[src/rtl/arb_pkg.sv]
// Shared constants and state encoding for the 8-way round-robin arbiter.
// Optional lock feature in the top is selected with macro ARB_LOCK_EN.
package arb_pkg;

   localparam int NREQ = 8;
   localparam int IDXW = 3;
   localparam int CNTW = 4;

   typedef enum logic {
      IDLE = 1'b0,
      BUSY = 1'b1
   } state_e;

endpackage

[src/rtl/rr_pick8.sv]
// Rotating-priority encoder: finds the first set request at or after ptr,
// wrapping 7 -> 0, and returns its absolute index.
module rr_pick8
   import arb_pkg::*;
(
   input  logic [NREQ-1:0] req,
   input  logic [IDXW-1:0] ptr,
   output logic            found,
   output logic [IDXW-1:0] pick_idx
);

   logic [2*NREQ-1:0] dbl;
   logic [NREQ-1:0]   rot;
   logic [IDXW-1:0]   first;

   always_comb begin
      // Doubling the vector turns the rotate-right into a plain shift.
      dbl   = {req, req} >> ptr;
      rot   = dbl[NREQ-1:0];
      first = '0;
      for (int i = NREQ - 1; i >= 0; i--) begin
         if (rot[i]) first = IDXW'(i);
      end
      found    = |req;
      pick_idx = first + ptr;
   end

endmodule

[src/rtl/rr_arbiter8.sv]
// Round-robin arbiter for 8 requesters with per-grant beat limit and
// one-hot data select. Define ARB_LOCK_EN to add the lock input.
module rr_arbiter8
   import arb_pkg::*;
#(
   parameter int WIDTH     = 16,
   parameter int MAX_BEATS = 4
) (
   input  logic                  clk,
   input  logic                  rst,
`ifdef ARB_LOCK_EN
   input  logic                  lock,
`endif
   input  logic [NREQ-1:0]       req,
   input  logic [NREQ*WIDTH-1:0] in_data,
   input  logic                  out_ready,
   output logic [NREQ-1:0]       gnt,
   output logic [IDXW-1:0]       gnt_idx,
   output logic [NREQ-1:0]       ack,
   output logic                  out_valid,
   output logic [WIDTH-1:0]      out_data,
   output logic                  busy
);

   state_e          state_q, state_d;
   logic [NREQ-1:0] gnt_q, gnt_d;
   logic [IDXW-1:0] idx_q, idx_d;
   logic [IDXW-1:0] ptr_q, ptr_d;
   logic [CNTW-1:0] cnt_q, cnt_d;

   logic            found;
   logic [IDXW-1:0] pick_idx;
   logic            lock_act;
   logic            xfer;
   logic            limit_hit;
   logic            release_gnt;

   rr_pick8 u_pick (
      .req      (req),
      .ptr      (ptr_q),
      .found    (found),
      .pick_idx (pick_idx)
   );

`ifdef ARB_LOCK_EN
   assign lock_act = lock;
`else
   assign lock_act = 1'b0;
`endif

   assign busy      = (state_q == BUSY);
   assign out_valid = busy && req[idx_q];
   assign xfer      = out_valid && out_ready;
   // >= rather than == so a grant held past the limit under lock frees on its next beat.
   assign limit_hit   = xfer && !lock_act && (int'(cnt_q) >= MAX_BEATS - 1);
   assign release_gnt = !req[idx_q] || limit_hit;

   always_comb begin
      state_d = state_q;
      gnt_d   = gnt_q;
      idx_d   = idx_q;
      ptr_d   = ptr_q;
      cnt_d   = cnt_q;
      if (state_q == IDLE) begin
         if (found) begin
            state_d = BUSY;
            gnt_d   = NREQ'(1) << pick_idx;
            idx_d   = pick_idx;
            cnt_d   = '0;
         end
      end else begin
         if (xfer && (cnt_q != '1)) cnt_d = cnt_q + 1'b1;
         if (release_gnt) begin
            state_d = IDLE;
            gnt_d   = '0;
            idx_d   = '0;
            ptr_d   = idx_q + 1'b1;
         end
      end
   end

   always_ff @(posedge clk or posedge rst) begin
      if (rst) begin
         state_q <= IDLE;
         gnt_q   <= '0;
         idx_q   <= '0;
         ptr_q   <= '0;
         cnt_q   <= '0;
      end else begin
         state_q <= state_d;
         gnt_q   <= gnt_d;
         idx_q   <= idx_d;
         ptr_q   <= ptr_d;
         cnt_q   <= cnt_d;
      end
   end

   assign gnt     = gnt_q;
   assign gnt_idx = idx_q;
   assign ack     = gnt_q & {NREQ{out_ready}};

   always_comb begin
      out_data = '0;
      for (int i = 0; i < NREQ; i++) begin
         out_data = out_data | (in_data[i*WIDTH +: WIDTH] & {WIDTH{gnt_q[i]}});
      end
   end

endmodule

[config.mk]
export PLATFORM = sky130hd
export DESIGN_NAME = rr_arbiter8
export DESIGN_NICKNAME = d
export VERILOG_FILES = /design/src/rtl/arb_pkg.sv /design/src/rtl/rr_pick8.sv /design/src/rtl/rr_arbiter8.sv
export SDC_FILE = /design/constraint.sdc
export NUM_CORES = 1
export LEC_CHECK = 0
export BUFFER_PORTS_ARGS = -buffer_cell sky130_fd_sc_hd__buf_4
export CAP_MARGIN = 10
export CORE_ASPECT_RATIO = 0.7
export CORE_MARGIN = 1.5
export CORE_UTILIZATION = 43
export DETAILED_ROUTE_END_ITERATION = 16
export GPL_TIMING_DRIVEN = 0
export PLACE_DENSITY = 0.88
export SKIP_LAST_GASP = 1
export SLEW_MARGIN = 20
export SYNTH_ARGS = -nofsm -noshare
export SYNTH_HDL_FRONTEND = slang
export SYNTH_SLANG_ARGS = --single-unit
[constraint.sdc]
create_clock -name clk -period 4.66 [get_ports clk]
set_clock_uncertainty 0.05 [all_clocks]
set_input_delay 0.932 -clock clk [delete_from_list [all_inputs] [get_ports clk]]
set_output_delay 0.932 -clock clk [all_outputs]
set_load 0.02 [all_outputs]
==> metrics.txt, run 1 <==
H-Tree Depth=1; startpoint types=register; row cnt=21; number of DRC markers in iteration 0=roughly 290; initial antenna violation count=0; outcome=finished, final reports clean; Seq/Total Area, Yosys=0.222; largest net degree at the start of global routing=20; max-slew violations=0; Clk pwr share=0.058; grt total ovfl=0; GRT met2 Usage=0.616; CP peak stage delay=~500 ps; mux share of post-synthesis cell area=0.114; Initial Util=0.447; CTS Sinks=19; grt met3 use=0.0885; area delta synth->final=67.6%; pre-CTS worst setup slack=975 ps; DR pass1 iterations=5; Switching Fraction=0.528; clk_lat worst skew=approximately 260 ps; worst-margin pin slew=730 ps; area fraction in compound gates after synthesis=0.368; Setup-failing EPs final=0; combinational power share=0.804; Final period util=0.756; Post-Syn Nets=406; boundary pin count=176; Top Family by Delay on Critical Path=multiplexers; Post-synth ARST share=1.00; P_int=971 µW; CP max FO=10; Tightest Hold Check Type=register to register; Slew HR=0.513; Crit path buffers/inverters=3; Crit path required time=4800 ps; Synth Area in Adders=0.0322; crit-path cells=buf_2, buf_2, mux2_2, mux2i_1, mux2i_1, a311oi_1, o21a_1, o21a_1, ha_1, inv_1, fa_1, nor2_1, nand2_1, o21ai_0; Die Y=62.0 µm; Post-synth top flop=dfrtp_1; Crit. End Element=register; largest family of logic cells by synthesized area=compound AO/OA/AOI/OAI gates; vias in the first global route=2779; Vias=3185; Leak=1.65 nW; DPL Wire Length=8.61 mm; FF+latch count, synth=19; Sequential Power Share=0.138; CP Class=register to register; Placeable Area=~4800 µm²; DP Area=3540 µm²; Clk pin slew, worst setup/hold paths=about 80 ps; first-pass GRT wire length=14.8 mm; setup repair after global routing missed its margin=false; Worst Path Arrival=3660 ps; syn_area_per_cell=8.13 µm²; Routed WL=10.8 mm; Synth Warn #=0; EDFF count, synth=0; Final Hold Violating Endpoints=0; Max Freq=284 MHz; post-layout minimum cycle time=3520 ps; Most Crowded Layer GR=met2; CTS tree=built; Power, Total=2.06 mW; die width=87.3 µm; DRC violations left=0; Psw=between 1 and 1.5 mW; synthesized area=2140 µm²; Clock Path Buffers=2; Inserted Diodes=0; die area=5410 µm²; CTS root buf=clkbuf_8; Placer Congestion=approximately 0.9; setup ws final=1140 ps; NumNets Final=between 500 and 600; Synth Instances=263; maxcap violations=0; xor and xnor fraction of the mapped netlist area=0.0123; PortBufs=175; Post-Synth Simple-Gate Area=0.191; # Post-CTS Setup Buffers=0; Num CTS Buffers=3; power per cell area=574 nW/µm²; Worst IR Drop VDD=0.361 mV; CTS Hold Bufs=0; GRT Util Overall=0.370; number of cells upsized or downsized after cts=0; fin area=approximately 3600 µm²; ANT nets after route=0; slowest CP cell=fa_1; Final TNS setup=0 ps; wire length per cell after detailed routing=21.2 µm; DR vias/cell=6.23; count of cell types in the netlist=49; met1 GRT Util=0.477; layout cells sized above 1=0.452
flip-flops by register name (all words and copies together) (netlist names):
| name | count |
|---|---|
| busy | 1 |
| ptr_q | 3 |
| cnt_q | 4 |
| gnt_idx | 3 |
| gnt | 8 |
synthesized netlist by cell type, types with 6 or more instances:
cell	number	area, µm²
clkbuf_1	14	52.6
nand2_1	14	52.6
buf_1	6	22.5
inv_1	9	33.8
nand3_1	11	55.1
nand4_1	17	106
a22oi_1	65	488
dfrtp_1	19	475
a21oi_1	8	40.0
and2_1	10	62.6
nor2_1	9	33.8
o21ai_0	15	75.1
mux2i_1	7	70.1
mux2_2	8	90.1
kinds of logic after synthesis:
family / after synthesis
AO/OA/AOI/OAI: 110
adder cells (fa/ha/maj): 5
multiplexers: 19
XOR/XNOR: 3
AND/OR/NAND/NOR: 75
buffers and inverters: 32
flip-flops: 19
per-layer routing:
metal	up-vias	share of wire
met5	-	0
met4	0	0.025
met3	28	0.12
met2	239	0.48
met1	1509	0.37
li1	1409	-
path summary, 6_finish.rpt:
kind                                   endpoint                  from  cells after the start  slack (ps)
min in group asynchronous    gnt[6]$_DFFE_PP0P_                   rst                      2         740
min                        cnt_q[3]$_DFFE_PP0P_  cnt_q[3]$_DFFE_PP0P_                      1         520
max                          gnt[3]$_DFFE_PP0P_  ptr_q[1]$_DFFE_PP0P_                     14        1140
max in group asynchronous    gnt[2]$_DFFE_PP0P_                   rst                      2        3350
min reg2reg                cnt_q[3]$_DFFE_PP0P_  cnt_q[3]$_DFFE_PP0P_                      1         520
max reg2reg                  gnt[3]$_DFFE_PP0P_  ptr_q[1]$_DFFE_PP0P_                     14        1140
power by group through the flow:
stage / combinational, mW / sequential [mW] / clock [mW]
detailed placement: 1.62 / 0.282 / 0
global placement: 1.59 / 0.278 / 0
finish: 1.66 / 0.283 / 0.119
CTS: 1.62 / 0.280 / 0.119
global route: 1.75 / 0.288 / 0.125
floorplan: 0.964 / 0.310 / 0
cell usage in the layout (no fill, tap or decap), types with 9 or more instances in the layout:
cell type,count
buf_4,175
a22oi_1,65
dfrtp_1,19
nand4_1,17
clkbuf_1,15
o21ai_0,15
nand2_1,14
nand3_1,11
and2_1,10
inv_1,9
nor2_1,9
layout make-up:
class | instances | area, µm²
Buffer | 23 | 96.3
Sequential cell | 19 | 475
Inverter | 9 | 33.8
Clock buffer | 4 | 45.0
Fill cell | 408 | 1200
Tap cell | 69 | 86.3
Timing Repair Buffer | 175 | 1310
Multi-Input combinational cell | 212 | 1530
through the flow:
stage | hold WS, ps | instances | utilization
2_1_floorplan | 424 | 263 | -
3_3_place_gp | 451 | 507 | 0.740
3_5_place_dp | 455 | 507 | 0.740
4_1_cts | 506 | 511 | 0.749
5_1_grt | 530 | 511 | 0.749
6_report | 522 | 511 | 0.749
(Power assumes the default switching activity.)
==> run 2, diff against run 1 <==
--- a/config.mk
+++ b/config.mk
@@ -9,10 +9,10 @@
 export CAP_MARGIN = 10
 export CORE_ASPECT_RATIO = 0.7
 export CORE_MARGIN = 1.5
-export CORE_UTILIZATION = 43
+export CORE_UTILIZATION = 36
 export DETAILED_ROUTE_END_ITERATION = 16
 export GPL_TIMING_DRIVEN = 0
-export PLACE_DENSITY = 0.88
+export PLACE_DENSITY = 0.78
 export SKIP_LAST_GASP = 1
 export SLEW_MARGIN = 20
 export SYNTH_ARGS = -nofsm -noshare
==> constraint.sdc (replaced) <==
create_clock -name clk -period 3 [get_ports clk]
set_clock_uncertainty 0.05 [all_clocks]
set_input_delay 0.6 -clock clk [delete_from_list [all_inputs] [get_ports clk]]
set_output_delay 0.6 -clock clk [all_outputs]
set_load 0.02 [all_outputs]
==> run 2 against run 1 <==
The run now ends with setup timing left. Via count decreased by 0.53%. Combinational power increased by 77%. Worst hold slack got worse by 110 ps. Sequential share of layout area decreased by 0.64 points. Global-route usage decreased by 4.2 points. Core utilization decreased by 9.2 points. Design area increased by 5.0%. Largest power group unchanged.
==> metrics.txt, run 2 (same netlist as run 1, synthesis figures left out) <==
most common cell after layout, fill and taps aside=buf_4 (unchanged); Slew HR=0.519 (was 0.513); Tightest Hold Check Type=input port to asynchronous set/reset pin (was register to register); CTS Sinks=19 (unchanged); CP Class=register to register (unchanged); die area=6410 µm² (was 5410 µm²); Crit path required time=3150 ps (was 4800 ps); Clock Path Buffers=2 (unchanged); number of flip-flops in the largest register=8 (unchanged); GRT Util Overall=0.329 (was 0.370); Worst IR Drop VDD=0.611 mV (was 0.361 mV); Routed WL=11.2 mm (was 10.8 mm); pre-CTS worst setup slack=-506 ps (was 975 ps); Final Hold Violating Endpoints=0 (unchanged); first-pass GRT wire length=15.6 mm (was 14.8 mm); Num CTS Buffers=3 (unchanged); DP Area=3540 µm² (about the same); number of DRC markers in iteration 0=328 (was 287); setup repair after global routing missed its margin=true (was false); die width=95.1 µm (was 87.3 µm); WHS=408 ps (was 522 ps); startpoint types=register (unchanged); wire length per cell after detailed routing=21.3 µm (was 21.2 µm); layout cells sized above 1=0.487 (was 0.452); CP max FO=6 (was 10); area delta synth->final=76.1% (was 67.6%); most frequent cells in the layout=buf_4 (182), a22oi_1 (65), dfrtp_1 (19), nand4_1 (17), clkbuf_1 (14) (was buf_4 (175), a22oi_1 (65), dfrtp_1 (19), nand4_1 (17)); Initial Util=0.373 (was 0.447); Inserted Diodes=0 (unchanged); Vias=3168 (was 3185); Placer Congestion=0.919 (was 0.898); Final period util=1.01 (was 0.756); Worst Path Arrival=3190 ps (was 3660 ps); max-slew violations=0 (unchanged); Leak=1.73 nW (was 1.65 nW); CTS root buf=clkbuf_8 (unchanged); Final TNS setup=-145 ps (was 0 ps); DR vias/cell=6.03 (was 6.23); boundary pin count=176 (unchanged); vias in the first global route=2837 (was 2779); power per cell area=943 nW/µm² (was 574 nW/µm²); fin area=3760 µm² (was 3580 µm²); Clk pin slew, worst setup/hold paths=70 ps (was 80 ps); maxcap violations=0 (unchanged); Crit. End Element=register (unchanged); clk_lat worst skew=260 ps (about the same); Setup-failing EPs final=7 (was 0); largest net degree at the start of global routing=20 (unchanged); PortBufs=175 (unchanged); DR pass1 iterations=5 (unchanged); CTS tree=built (unchanged); initial antenna violation count=0 (unchanged); Placeable Area=5730 µm² (was 4780 µm²); outcome=finished, violations left (was finished, final reports clean); Die Y=67.5 µm (was 62.0 µm); row cnt=23 (was 21); worst-margin pin slew=721 ps (was 730 ps); DRC violations left=0 (unchanged); post-layout minimum cycle time=3040 ps (was 3520 ps); DPL Wire Length=8.68 mm (was 8.61 mm); ANT nets after route=0 (unchanged); H-Tree Depth=1 (unchanged); grt total ovfl=0 (unchanged); Max Freq=329 MHz (was 284 MHz); failing checks=setup timing; NumNets Final=594 (was 586); setup ws final=-38.1 ps (was 1140 ps)
[run 2: metrics by stage]
stage | std cells | power (mW) | utilization
2_1_floorplan | 263 | 1.98 | -
3_3_place_gp | 513 | 2.92 | 0.619
3_5_place_dp | 513 | 2.98 | 0.619
4_1_cts | 525 | 3.45 | 0.655
5_1_grt | 525 | 3.75 | 0.657
6_report | 525 | 3.55 | 0.657
[run 2: layout make-up]
type,count,area [µm²]
clock buffers,4,45.0
multi-input cells,212,1600
inverters,9,33.8
fillers,489,1960
flip-flops and latches,19,475
well taps,75,93.8
repair buffers,183,1400
plain buffers,23,114
[run 2: critical path, cell delays in order, from the launching register on]
cell and delay, ps:
dfrtp_1 380, buf_6 130, buf_8 130, mux2_4 300
mux2i_4 180, mux2i_1 100, a311oi_1 230, o21a_1 150
o21a_1 130, ha_2 170, inv_2 40, fa_2 630
and3_4 210, a22o_1 130
[run 2: report_power, final]
group	internal, mW	switching [mW]	total (mW)
clock	0.0946	0.0884	0.183
combinational	1.28	1.66	2.94
sequential	0.348	0.0806	0.428
total	1.72	1.82	3.55
[run 2: final timing paths]
kind | from | endpoint | slack (ps) | cells after the start
max | ptr_q[1]$_DFFE_PP0P_ | gnt[4]$_DFFE_PP0P_ | -40 | 13
min | rst | cnt_q[1]$_DFFE_PP0P_ | 410 | 2
max reg2reg | ptr_q[1]$_DFFE_PP0P_ | gnt[4]$_DFFE_PP0P_ | -40 | 13
min reg2reg | cnt_q[3]$_DFFE_PP0P_ | cnt_q[3]$_DFFE_PP0P_ | 470 | 1
max in group asynchronous | rst | gnt[4]$_DFFE_PP0P_ | 2040 | 2
min in group clk | cnt_q[3]$_DFFE_PP0P_ | cnt_q[3]$_DFFE_PP0P_ | 470 | 1
[run 2: layer usage]
metal / GRT usage / vias to the layer above / share of wire / wire [µm]
li1: - / 1424 / - / -
met4: 0.123 / 0 / 0.033 / 367
met1: 0.438 / 1481 / 0.38 / 4290
met5: 0 / - / 0 / 0
met3: 0.0597 / 30 / 0.11 / 1240
met2: 0.531 / 233 / 0.47 / 5300
[run 2: what timing repair did]
action	4_1_cts	5_1_grt
cloned	1	0
setup endpoints to repair	10	10
pin swaps	9	0
gates resized for setup	19	6
setup buffers	7	0
hold buffers	0	0
